$ cat src/rtl/interval_timer_ctrl_pkg.sv
// Shared state encoding and default sizing for the interval timer controller.
package interval_pkg;

   localparam logic [1:0] S_IDLE  = 2'd0;
   localparam logic [1:0] S_ARMED = 2'd1;
   localparam logic [1:0] S_RUN   = 2'd2;
   localparam logic [1:0] S_DONE  = 2'd3;

   localparam int          DEF_WIDTH   = 32;
   localparam logic [31:0] DEF_TIMEOUT = 32'hFFFF_FFF0;

   typedef enum logic [1:0] {
      ST_IDLE  = S_IDLE,
      ST_ARMED = S_ARMED,
      ST_RUN   = S_RUN,
      ST_DONE  = S_DONE
   } state_t;

endpackage

$ cat src/rtl/interval_timer_ctrl_sync_edge.sv
// Two-flop synchroniser followed by a registered rising-edge detector.
// Pulse appears 3 clk cycles after the input edge; identical for every instance.
module sync_edge (
   input  logic clk,
   input  logic reset,
   input  logic din,
   output logic rise
);

   logic s1;
   logic s2;
   logic s3;

   always_ff @(posedge clk or negedge reset) begin
      if (!reset) begin
         s1   <= 1'b0;
         s2   <= 1'b0;
         s3   <= 1'b0;
         rise <= 1'b0;
      end else begin
         s1   <= din;
         s2   <= s1;
         s3   <= s2;
         rise <= s2 & ~s3;
      end
   end

endmodule

$ cat src/rtl/interval_timer_ctrl.sv
// Arm / start / stop interval measurement with valid-ready result handoff.
// Optional RUN-state limit compiled in with INTERVAL_TIMER_TIMEOUT_EN.
module interval_timer_ctrl
   import interval_pkg::*;
#(
   parameter int               WIDTH   = DEF_WIDTH,
   parameter logic [WIDTH-1:0] TIMEOUT = WIDTH'(DEF_TIMEOUT)
) (
   input  logic             clk,
   input  logic             reset,
   input  logic             arm,
   input  logic             abort,
   input  logic             start_in,
   input  logic             stop_in,
   input  logic             result_ready,
   output logic [WIDTH-1:0] result,
   output logic             result_valid,
   output logic             timeout,
   output logic             armed,
   output logic             busy
);

   logic             start_rise;
   logic             stop_rise;
   state_t           state;
   state_t           state_nx;
   logic [WIDTH-1:0] count;
   logic [WIDTH-1:0] count_nx;
   logic [WIDTH-1:0] count_inc;
   logic [WIDTH-1:0] result_nx;

   sync_edge u_start (.clk(clk), .reset(reset), .din(start_in), .rise(start_rise));
   sync_edge u_stop  (.clk(clk), .reset(reset), .din(stop_in),  .rise(stop_rise));

   assign count_inc = count + WIDTH'(1);

`ifdef INTERVAL_TIMER_TIMEOUT_EN
   logic tout_q;
   logic tout_nx;
   assign timeout = tout_q;
`else
   logic unused_timeout_param;
   assign unused_timeout_param = ^TIMEOUT;
   assign timeout = 1'b0;
`endif

   always_comb begin
      state_nx  = state;
      count_nx  = count;
      result_nx = result;
`ifdef INTERVAL_TIMER_TIMEOUT_EN
      tout_nx   = tout_q;
`endif
      // abort outranks every transition, including a same-cycle capture
      if (abort) begin
         state_nx = ST_IDLE;
      end else begin
         case (state)
            ST_IDLE: begin
               if (arm) state_nx = ST_ARMED;
            end
            ST_ARMED: begin
               if (start_rise) begin
                  state_nx = ST_RUN;
                  count_nx = '0;
               end
            end
            ST_RUN: begin
               if (stop_rise) begin
                  state_nx  = ST_DONE;
                  result_nx = count_inc;
`ifdef INTERVAL_TIMER_TIMEOUT_EN
                  tout_nx   = 1'b0;
               end else if (count_inc == TIMEOUT) begin
                  state_nx  = ST_DONE;
                  result_nx = TIMEOUT;
                  tout_nx   = 1'b1;
`endif
               end else begin
                  count_nx = count_inc;
               end
            end
            ST_DONE: begin
               if (result_ready) state_nx = ST_IDLE;
            end
            default: state_nx = ST_IDLE;
         endcase
      end
   end

   always_ff @(posedge clk or negedge reset) begin
      if (!reset) begin
         state  <= ST_IDLE;
         count  <= '0;
         result <= '0;
`ifdef INTERVAL_TIMER_TIMEOUT_EN
         tout_q <= 1'b0;
`endif
      end else begin
         state  <= state_nx;
         count  <= count_nx;
         result <= result_nx;
`ifdef INTERVAL_TIMER_TIMEOUT_EN
         tout_q <= tout_nx;
`endif
      end
   end

   assign result_valid = (state == ST_DONE);
   assign armed        = (state == ST_ARMED);
   assign busy         = (state != ST_IDLE);

endmodule

$ cat config.mk
export PLATFORM = sky130hd
export DESIGN_NAME = interval_timer_ctrl
export DESIGN_NICKNAME = d
export VERILOG_FILES = /design/src/rtl/interval_timer_ctrl_pkg.sv /design/src/rtl/interval_timer_ctrl_sync_edge.sv /design/src/rtl/interval_timer_ctrl.sv
export SDC_FILE = /design/constraint.sdc
export NUM_CORES = 1
export LEC_CHECK = 0
export ABC_AREA = 1
export CORE_MARGIN = 2
export CORE_UTILIZATION = 50
export DETAILED_ROUTE_END_ITERATION = 8
export PLACE_DENSITY = 0.84
export SYNTH_ARGS = -nofsm -noshare
export SYNTH_HDL_FRONTEND = slang
export SYNTH_SLANG_ARGS = --single-unit
export TNS_END_PERCENT = 10
$ cat constraint.sdc
create_clock -name clk -period 1.8 [get_ports clk]
set_input_delay 0.45 -clock clk [delete_from_list [all_inputs] [get_ports clk]]
set_output_delay 0.45 -clock clk [all_outputs]
set_load 0.03 [all_outputs]
==> summary by stage <==
STA
The hold violation count in the final report is 0. In the finished design, the share of the clock period the worst path needs comes to 96.4%. The count of pins over their slew limit is 0. The achievable frequency is 0.576 GHz. Counting I/O delays and the setup requirement, the final critical path takes 1.74 ns. Across the routed clock network, the largest skew measured is 0.0116 ns.

The worst setup slack after layout is 0.0640 ns. Setup violations remaining at the end of the flow were counted as 0. Across all hold checks on the routed design, the worst slack comes to 0.116 ns.

Floorplan
The die is 90.7 um wide. The cell row count is 31. The height of the die is 90.7 um. The region available for standard cell placement spans 0.00725 mm^2. Pin placement for this block handled 43 I/O pins. The starting density of the core is 51.8%. The die covers 0.00822 mm^2.

Setup path
The peak fanout along the critical path is 4. The type of the worst setup path is reg -> out. The type of origin of the critical path is a register. The largest stage delay on the critical path is 0.43 ns. The critical path contains buffers and inverters numbering 3 combined. The data required time at the worst endpoint is 1.35 ns. Walking the worst path, the cells encountered are inv_1 > ha_1 > inv_2 > buf_6. The worst setup path is captured at an output pin. Data arrives at the worst endpoint at 1.29 ns. The cell family with the largest share of critical-path delay is flip-flops. For this design, the slowest cell found on the critical path is sky130_fd_sc_hd__dfrtp_1.

Clock tree
The CTS tree is yes. The post-cts hold buffer count is 0. Counting the buffers created by CTS gives 9. The number of H-tree branching levels is 3.

The total number of clock tree sinks is 74. The longest clock path from root to sink contains 2 buffers. Buffers added to address setup during post-CTS repair amount to 0. Clock-pin slew was measured on the worst setup and hold paths at 0.08 ns. Clock latency on the worst-skew pair, taken at its later pin, is 0.36 ns. The clock tree root driver cell is sky130_fd_sc_hd__clkbuf_8.

Global routing
The first global-routing pass estimated 14100 um of wire. Global routing consumed, over all layers together, 21.2% of the routing resources. The via count of the first global-routing pass was 3069. The initial antenna violation count was 0. The total overflow left after global routing is 0. The largest net degree at the start of global routing is 75.

Power
In this run the power density over the cells is 957 mW/mm^2. The worst-case IR drop observed on VDD is 0.000437 V. The static leakage is 2.39 nW.

Placement
The total of buffers placed on input and output ports is 41. The worst slack at placement is -0.0331 ns. The half-perimeter wire length after placement is 5740 um. Routability-driven placement finished with a final weighted congestion of 0.913. The total cell area at the placement stage is 0.00433 mm^2.

Logic synthesis
The count of unique library cells instantiated by Yosys is 24. The share of the synthesized area in the top cell type is 49.3%. In the post-synthesis netlist, the biggest area contributors are sky130_fd_sc_hd__dfrtp_1, sky130_fd_sc_hd__nand2_1, sky130_fd_sc_hd__nand3_1, sky130_fd_sc_hd__inv_1, sky130_fd_sc_hd__nor2_4.

Of all cell types, the one taking the most synthesized area is sky130_fd_sc_hd__dfrtp_1. Synthesis produced 476 cells. For this run, the number of Yosys warnings is 0. The post-synthesis instance area is 0.00375 mm^2. The net count after synthesis is 488. Each instance of the synthesized netlist takes up on average 7.89 um^2. The post-synthesis sequential area ratio is 49.3%. The number of register bits inferred by synthesis is 74.

Final layout
The synthesis-to-layout area growth is 19.3%. The post-route netlist has 12.6% of its cells at a drive strength greater than 1. At the end of the flow, the number of nets in the layout was 538. The finished cells cover 0.00448 mm^2. The final design utilization is 61.7%. 0 antenna diodes ended up in the layout.

Drt
The remaining routing DRC violations is 0. The average wire per standard cell is 12.5 um. The detail-routed via count per cell is 4.92.

The post-route antenna net violation count is 0. The total number of vias is 3097. The first-pass iteration count of the detailed router is 4. Summed over all layers, the routed wires come to 7890 um. For this block, the initial DRC count from the detailed router was 209.

Run status
The run finished with clean final reports.

Run
Max-cap violations in this run came to 0.

Min path
The min-delay analysis places its worst path in the category in -> async.
state kept, by name (all words and copies together), names as in the netlist:
name	cells
count	32
result	32
state	2
u_start.rise	1
u_start.s1	1
u_start.s2	1
u_start.s3	1
u_stop.rise	1
u_stop.s1	1
u_stop.s2	1
u_stop.s3	1
cells by family after synthesis:
family | count (synthesis) | synth area share (%)
AOI/OAI and AO/OA | 22 | 2.97
other | 1 | 0.0999
adders and majority gates | 5 | 1.67
DFF | 74 | 49.3
xor gates and xnor gates | 15 | 3.70
and+or+nand+nor | 309 | 37.0
buffers and inverters | 50 | 5.26
cells in the mapped netlist:
master and count:
sky130_fd_sc_hd__a21oi_1 2, sky130_fd_sc_hd__and2_1 2, sky130_fd_sc_hd__buf_2 5, sky130_fd_sc_hd__buf_4 1, sky130_fd_sc_hd__clkbuf_1 6, sky130_fd_sc_hd__conb_1 1, sky130_fd_sc_hd__dfrtp_1 74, sky130_fd_sc_hd__ha_1 5
sky130_fd_sc_hd__inv_1 38, sky130_fd_sc_hd__nand2_1 207, sky130_fd_sc_hd__nand2_2 10, sky130_fd_sc_hd__nand2_4 2, sky130_fd_sc_hd__nand3_1 35, sky130_fd_sc_hd__nand3b_1 3, sky130_fd_sc_hd__nand4_1 1, sky130_fd_sc_hd__nor2_1 28
sky130_fd_sc_hd__nor2_2 7, sky130_fd_sc_hd__nor2_4 12, sky130_fd_sc_hd__nor2_8 1, sky130_fd_sc_hd__o21ai_0 19, sky130_fd_sc_hd__o22ai_1 1, sky130_fd_sc_hd__or2_2 1, sky130_fd_sc_hd__xor2_1 14, sky130_fd_sc_hd__xor2_2 1
routing by layer:
metal | routed length, um | vias up | track usage, %
met4 | 180 | 0 | 10.5
met2 | 3730 | 79 | 33.9
met5 | 0 | - | 0
met3 | 338 | 17 | 3.17
li1 | - | 1559 | -
met1 | 3640 | 1442 | 28.3
final timing paths:
path                                start         end  slack, ns  cells after the start
worst max-delay path             state[1]        busy       0.06                      4
worst min-delay path                reset    count[5]       0.12                      2
worst max register to register   count[0]   count[22]       0.13                      8
worst min register to register  u_stop.s1   u_stop.s2       0.35                      0
max in group asynchronous           reset  result[29]       1.38                      2
min in group clk                u_stop.s1   u_stop.s2       0.35                      0
layout make-up:
cell class	count	area, um^2
sequential	74	1850
timing repair buffer	51	464
clock inverter	6	42.5
multi-input combinational	352	1730
tap	99	124
clock buffer	10	128
inverter	38	143
fill	651	2780
per-stage QoR:
stage	power, W	setup TNS [ns]	std cells
after floorplan	0.00272	0	476
after global placement	0.00319	0	614
after detailed placement	0.00324	-0.0993	614
after CTS	0.00428	0	630
after global routing	0.00451	-0.00620	630
final	0.00429	0	630
power by group:
part | internal (W) | total, W | switching (W)
Sequential | 0.00183 | 0.00193 | 0.000108
Clock | 0.000502 | 0.00113 | 0.000633
Combinational | 0.000387 | 0.00122 | 0.000831
repair_timing:
action                                 in CTS  in global routing
gates resized for setup                    36                 14
setup endpoints to repair                  34                 26
pin swaps                                   0                  1
endpoints found under the hold margin       0                  0
cell usage in the layout (no fill, tap or decap), types with 2 or more instances in the layout:
cell	count
sky130_fd_sc_hd__buf_2	2
sky130_fd_sc_hd__nand3_1	34
sky130_fd_sc_hd__nand2_2	10
sky130_fd_sc_hd__nand3b_1	3
sky130_fd_sc_hd__ha_1	5
sky130_fd_sc_hd__and2_1	2
sky130_fd_sc_hd__nor2_4	13
sky130_fd_sc_hd__buf_12	2
sky130_fd_sc_hd__nand2_1	207
sky130_fd_sc_hd__nor2_2	7
sky130_fd_sc_hd__clkdlybuf4s50_1	5
sky130_fd_sc_hd__buf_4	6
sky130_fd_sc_hd__dfrtp_1	74
sky130_fd_sc_hd__clkinv_2	2
sky130_fd_sc_hd__o21ai_0	17
sky130_fd_sc_hd__a21oi_1	2
sky130_fd_sc_hd__clkinvlp_4	2
sky130_fd_sc_hd__o21ai_1	2
sky130_fd_sc_hd__dlygate4sd2_1	32
sky130_fd_sc_hd__nor2_1	27
sky130_fd_sc_hd__buf_6	3
sky130_fd_sc_hd__clkbuf_8	9
sky130_fd_sc_hd__xor2_2	2
sky130_fd_sc_hd__inv_1	37
sky130_fd_sc_hd__xor2_1	13
sky130_fd_sc_hd__nand2_4	2
(Power assumes the default switching activity.)
